`src/rtl/ifu.sv`:
```
// -----------------------------------------------------------------------------
// ifu : instruction fetch unit
//
// Issues one instruction-memory read at a time. The fetched word is held
// toward decode as an inst/PC/PC_S bundle until decode accepts it. The PC
// then advances by 4. A taken jump/branch from execute redirects the fetch
// stream. A response that belongs to a superseded request is dropped. A bus
// error halts the unit until reset.
//
// Optional feature macro: IFU_MISALIGN_CHECK_EN
//   defined   : a redirect to a target that is not word aligned sets the
//               sticky misalign flag and halts the unit.
//   undefined : the low two bits of the redirect target are cleared, and
//               misalign stays 0.
//
// Parameters
//   DATA_LEN  width of the PC and of the memory address
//   RESET_PC  first fetch address after reset (word aligned)
//
// Ports
//   clk, rst                     clock; asynchronous active-high reset
//   imem_req_valid/_ready        fetch request handshake
//   imem_addr                    fetch address (the pc register)
//   imem_resp_valid/_rdata/_err  single-cycle read response
//   inst_valid/_ready            bundle handshake toward decode
//   inst, PC, PC_S               instruction, its address, and address + 4
//   redirect, redirect_pc        taken jump/branch target from execute
//   fetch_err                    sticky bus-error flag
//   misalign                     sticky misaligned-target flag
// -----------------------------------------------------------------------------
module ifu #(
  parameter int unsigned          DATA_LEN = 32,
  parameter logic [DATA_LEN-1:0]  RESET_PC = 32'h8000_0000
) (
  input  logic                clk,
  input  logic                rst,
  output logic                imem_req_valid,
  input  logic                imem_req_ready,
  output logic [DATA_LEN-1:0] imem_addr,
  input  logic                imem_resp_valid,
  input  logic [31:0]         imem_rdata,
  input  logic                imem_resp_err,
  output logic                inst_valid,
  input  logic                inst_ready,
  output logic [31:0]         inst,
  output logic [DATA_LEN-1:0] PC,
  output logic [DATA_LEN-1:0] PC_S,
  input  logic                redirect,
  input  logic [DATA_LEN-1:0] redirect_pc,
  output logic                fetch_err,
  output logic                misalign
);

  typedef enum logic [1:0] {
    S_REQ  = 2'd0,
    S_WAIT = 2'd1,
    S_OUT  = 2'd2,
    S_HALT = 2'd3
  } state_t;

  localparam logic [DATA_LEN-1:0] PC_STEP = {{(DATA_LEN-3){1'b0}}, 3'b100};

  state_t              state_q, state_d;
  logic [DATA_LEN-1:0] pc_q, pc_d;
  logic                kill_q, kill_d;
  logic [31:0]         inst_q, inst_d;
  logic [DATA_LEN-1:0] pc_out_q, pc_out_d;
  logic [DATA_LEN-1:0] pc_s_q, pc_s_d;
  logic                inst_valid_q, inst_valid_d;
  logic                fetch_err_q, fetch_err_d;
  logic                misalign_q, misalign_d;
  logic                req_valid_q, req_valid_d;

  logic [DATA_LEN-1:0] redirect_tgt_s;
  logic                redirect_bad_s;
  logic [DATA_LEN-1:0] pc_plus4_s;

`ifdef IFU_MISALIGN_CHECK_EN
  // The target is loaded unmodified. A misaligned target halts the unit.
  assign redirect_tgt_s = redirect_pc;
  assign redirect_bad_s = redirect & (redirect_pc[1:0] != 2'b00);
`else
  // The low target bits are dropped so that the fetch address stays aligned.
  logic unused_low_s;
  assign redirect_tgt_s = {redirect_pc[DATA_LEN-1:2], 2'b00};
  assign redirect_bad_s = 1'b0;
  assign unused_low_s   = ^redirect_pc[1:0];
`endif

  // Wraps modulo 2^DATA_LEN. No overflow flag is raised.
  assign pc_plus4_s = pc_q + PC_STEP;

  // Next-state and datapath logic for the fetch sequencer.
  always_comb begin
    state_d      = state_q;
    pc_d         = pc_q;
    kill_d       = kill_q;
    inst_d       = inst_q;
    pc_out_d     = pc_out_q;
    pc_s_d       = pc_s_q;
    inst_valid_d = inst_valid_q;
    fetch_err_d  = fetch_err_q;
    misalign_d   = misalign_q;

    case (state_q)
      S_REQ: begin
        if (imem_req_ready) begin
          state_d = S_WAIT;
          // The old address is already on the bus. Its response must be dropped.
          if (redirect) begin
            kill_d = 1'b1;
            pc_d   = redirect_tgt_s;
          end else begin
            kill_d = 1'b0;
          end
        end else begin
          if (redirect) begin
            pc_d = redirect_tgt_s;
          end else begin
            pc_d = pc_q;
          end
        end
      end
      S_WAIT: begin
        if (imem_resp_valid) begin
          // A redirect that arrives with the response also makes that response stale.
          if (kill_q || redirect) begin
            kill_d  = 1'b0;
            state_d = S_REQ;
            if (redirect) begin
              pc_d = redirect_tgt_s;
            end else begin
              pc_d = pc_q;
            end
          end else if (imem_resp_err) begin
            fetch_err_d = 1'b1;
            state_d     = S_HALT;
          end else begin
            inst_d       = imem_rdata;
            pc_out_d     = pc_q;
            pc_s_d       = pc_plus4_s;
            inst_valid_d = 1'b1;
            state_d      = S_OUT;
          end
        end else if (redirect) begin
          kill_d = 1'b1;
          pc_d   = redirect_tgt_s;
        end else begin
          state_d = S_WAIT;
        end
      end
      S_OUT: begin
        if (redirect) begin
          inst_valid_d = 1'b0;
          pc_d         = redirect_tgt_s;
          state_d      = S_REQ;
        end else if (inst_ready) begin
          inst_valid_d = 1'b0;
          pc_d         = pc_plus4_s;
          state_d      = S_REQ;
        end else begin
          state_d = S_OUT;
        end
      end
      S_HALT: begin
        state_d = S_HALT;
      end
      default: begin
        state_d      = S_HALT;
        inst_valid_d = 1'b0;
      end
    endcase

    // A misaligned target overrides every other transition and drops any pending response.
    if (redirect_bad_s && (state_q != S_HALT)) begin
      misalign_d   = 1'b1;
      pc_d         = redirect_pc;
      state_d      = S_HALT;
      kill_d       = 1'b1;
      inst_valid_d = 1'b0;
    end else begin
      misalign_d = misalign_q;
    end
  end

  // The request valid is registered from the next state, so it matches state==REQ.
  always_comb begin
    req_valid_d = 1'b0;
    if (state_d == S_REQ) begin
      req_valid_d = 1'b1;
    end else begin
      req_valid_d = 1'b0;
    end
  end

  // State and output registers.
  always_ff @(posedge clk or posedge rst) begin
    if (rst) begin
      state_q      <= S_REQ;
      pc_q         <= RESET_PC;
      kill_q       <= 1'b0;
      inst_q       <= 32'h0000_0000;
      pc_out_q     <= {DATA_LEN{1'b0}};
      pc_s_q       <= {DATA_LEN{1'b0}};
      inst_valid_q <= 1'b0;
      fetch_err_q  <= 1'b0;
      misalign_q   <= 1'b0;
      req_valid_q  <= 1'b1;
    end else begin
      state_q      <= state_d;
      pc_q         <= pc_d;
      kill_q       <= kill_d;
      inst_q       <= inst_d;
      pc_out_q     <= pc_out_d;
      pc_s_q       <= pc_s_d;
      inst_valid_q <= inst_valid_d;
      fetch_err_q  <= fetch_err_d;
      misalign_q   <= misalign_d;
      req_valid_q  <= req_valid_d;
    end
  end

  assign imem_req_valid = req_valid_q;
  assign imem_addr      = pc_q;
  assign inst_valid     = inst_valid_q;
  assign inst           = inst_q;
  assign PC             = pc_out_q;
  assign PC_S           = pc_s_q;
  assign fetch_err      = fetch_err_q;
  assign misalign       = misalign_q;

endmodule

```
`config.mk`:
```
export PLATFORM = sky130hd
export DESIGN_NAME = ifu
export DESIGN_NICKNAME = d
export VERILOG_FILES = /design/src/rtl/ifu.sv
export SDC_FILE = /design/constraint.sdc
export NUM_CORES = 1
export LEC_CHECK = 0
export ABC_AREA = 1
export CAP_MARGIN = 20
export CORE_MARGIN = 5
export CORE_UTILIZATION = 41
export CTS_CLUSTER_DIAMETER = 120
export DETAILED_ROUTE_END_ITERATION = 16
export HOLD_SLACK_MARGIN = 0.05
export PLACE_DENSITY = 0.73
export REMOVE_ABC_BUFFERS = 1
export SLEW_MARGIN = 40
export SYNTH_ARGS = -nofsm -noshare
export SYNTH_HDL_FRONTEND = slang
export SYNTH_SLANG_ARGS = --single-unit
export TNS_END_PERCENT = 10
```
`constraint.sdc`:
```
create_clock -name clk -period 4.6 [get_ports clk]
set_input_delay 0.46 -clock clk [delete_from_list [all_inputs] [get_ports clk]]
set_output_delay 0.46 -clock clk [all_outputs]
set_load 0.01 [all_outputs]
```
==> qor.yml <==
status:
  status: "completed"
yosys:
  synth-seq-area-share_pct: 51.80
  ys_ff_latch: 128
  syn_inst: 784
  syn_avg_cell_area_um2: 7.893
  synth.distinct_cells: 36
  ys_warn_count: 0
  syn_area_um2: 6188
worst_setup_path:
  worstSetupPathType: "in -> reg"
  reg2reg_slack_ns: 2.33
  required_ns: 4.92
  max_stage_delay_ns: 0.68
  crit_slowest_cell: "inv_2"
  critPathMaxFanout: 36
  endpoint_kind: "register"
  critPathTopFamily: "buffers and inverters"
  worstPathBufferInverterCount: 2
  cp.arrival_ns: 2.74
  cp-start-kind: "input pin"
  crit_chain: "clkdlybuf4s50_1, nor2_1, o21ai_2, nand2_2, inv_2, o21ai_0, o22ai_1"
floorplan:
  core_um2: 14980
  num_io_pins: 203
  dieArea_um2: 17650
  die_w_um: 132.9
  rows: 45
  start_util_pct: 41.32
  die_y_um: 132.9
placement:
  place.gp.congestion: 0.8110
  placed_cell_area_um2: 8215
  dp_hpwl_mm: 12.83
  port_buffers: 193
detailed_routing:
  wl_per_cell_um: 15.63
  drc: 0
  drt_pass1_iterations: 4
  wl_mm: 18.25
  drt_iter0_markers: 325
  dr_total_vias: 5688
  ant_nets: 0
  viasPerCell: 4.870
timing:
  rsz0062_at_grt: "no"
  hold_ws_ns: 0.4753
  relSlewSlack_pct: 47.15
  finalSetupViolCount: 0
  period_share_pct: 52.63
  slew_violations: 0
  fin_crit_ns: 2.421
  tightest_slew_ns: 0.7927
  hold_violations: 0
  fin_skew_ns: 0.008249
  timing.fmax_mhz: 413.0
  tns_ns: 0
cells_and_area:
  utilization_pct: 58.42
  drive_gt1_share_pct: 6.327
  nFillCells: 1356
  mostFrequentLayoutCell: "nand2_1"
  design_area_um2: 8750
  nets: 1041
  final_cell_mix: "335 x nand2_1, 193 x clkdlybuf4s50_1, 126 x dfrtp_1, 60 x nor2_1, 47 x inv_1"
  antenna_cells: 0
  area_growth_pct: 41.39
global_routing:
  use_met1_pct: 27.00
  grt_max_degree: 116
  track_usage_pct: 20.90
  busiest_layer: "met2"
  antenna_found_initial: 0
  grt_pass1_wl_mm: 29.42
  globalRouteOverflowTotal: 0
  grt_util_met3_pct: 6.388
  use_met2_pct: 33.78
  grt_pass1_vias: 5632
clock_tree:
  numCtsBuffers: 17
  cts_tree: "built"
  cts_setup_buffers: 0
  root_buffer: "clkbuf_16"
  clk_pin_slew_ns: 0.05
  htreeDepth: 4
  cts_buffer_depth: 2
  cts.sinks: 128
  cts-hold-fix-buffers: 0
  clk_latency_ns: 0.41
  post_cts_resize_count: 0
power_and_ir_drop:
  leakagePower_nw: 4.087
  power.density_nw_per_um2: 658.6
  power.total_w: 0.005763
  ir_drop_v: 0.0002869
hold_path:
  hold_path.class: "reg -> reg"
flow_run:
  drv_cap: 0
[metal layers]
| layer | share of wire, % | wire length [um] | vias up |
|---|---|---|---|
| met5 | 0 | 0 | - |
| met4 | 2.1 | 392 | 0 |
| li1 | - | - | 2839 |
| met1 | 45 | 8149 | 2653 |
| met3 | 6.3 | 1144 | 27 |
| met2 | 47 | 8565 | 169 |
[logic make-up (layout without fill, tap and decap cells)]
family | count (synthesis) | in the layout | share of synthesized area [%]
buf+inv | 88 | 278 | 6.611
compound gates | 92 | 92 | 8.775
flops | 128 | 128 | 51.80
fa+ha+maj | 1 | 1 | 0.2022
xor+xnor | 6 | 6 | 0.8492
simple gates | 466 | 466 | 31.38
other cells | 1 | 7 | 0.06060
mux | 2 | 2 | 0.3235
[final timing paths]
kind                            start       endpoint  cells after the start
max                          redirect  imem_addr[10]                      7
min                           inst[3]        inst[3]                      2
max reg2reg                state_q[0]  imem_addr[10]                      7
min reg2reg                   inst[3]        inst[3]                      2
max in group asynchronous         rst  imem_addr[31]                      3
min in group asynchronous         rst        inst[3]                      2
[cell usage after synthesis, drive strengths merged]
| library cell | count | area [um^2] |
|---|---|---|
| nor3 | 2 | 10.01 |
| o31ai | 1 | 7.510 |
| dfrtp | 126 | 3153 |
| or2 | 6 | 37.54 |
| nand4 | 1 | 6.260 |
| ha | 1 | 12.51 |
| o21ai | 56 | 291.5 |
| clkinv | 1 | 5.000 |
| o22ai | 3 | 18.77 |
| dfstp | 2 | 52.55 |
| nor2 | 70 | 326.6 |
| o211ai | 4 | 30.03 |
| a21boi | 1 | 7.510 |
| o21a | 15 | 112.6 |
| nand3b | 1 | 7.510 |
| nand2 | 342 | 1321 |
| mux2i | 2 | 20.02 |
| nand3 | 44 | 232.7 |
| a31oi | 12 | 75.07 |
| buf | 29 | 186.4 |
| inv | 51 | 191.4 |
| conb | 1 | 3.750 |
| xor2 | 6 | 52.55 |
| clkbuf | 7 | 26.28 |
[through the flow]
step | std cells | worst slack, ns
final | 1168 | 2.179
after global routing | 1168 | 1.952
after CTS | 1168 | 2.170
after detailed placement | 1138 | 1.727
after global placement | 1138 | 1.853
after floorplan | 754 | 0.7307
[tightest hold or removal path, delay by kind of cell, from the launching register on]
family | cells | cell delay (ns)
DFF | 1 | 0.34
and+or+nand+nor | 2 | 0.10
[flip-flops by register name, indices dropped and copies added, names as in the netlist]
| name | cells |
|---|---|
| PC | 30 |
| inst_valid | 1 |
| fetch_err | 1 |
| imem_addr | 30 |
| imem_req_valid | 1 |
| PC_S | 30 |
| state_q | 2 |
| kill_q | 1 |
| inst | 32 |
[power breakdown]
| group | switching [W] | internal (W) |
|---|---|---|
| registers | 0.000439 | 0.00164 |
| clock network | 0.000466 | 0.000762 |
| logic | 0.00121 | 0.00125 |
[area by class of cell]
cell class / instances / area (um^2) / area share (%)
Clock buffer: 24 / 471.7 / 5.391
Timing Repair Buffer: 196 / 1971 / 22.52
Inverter: 52 / 205.2 / 2.345
Clock inverter: 6 / 60.06 / 0.6864
Multi-Input combinational cell: 574 / 2601 / 29.73
Sequential cell: 128 / 3206 / 36.64
Tap cell: 188 / 235.2 / 2.688
Power figures use the tool's default switching activity.
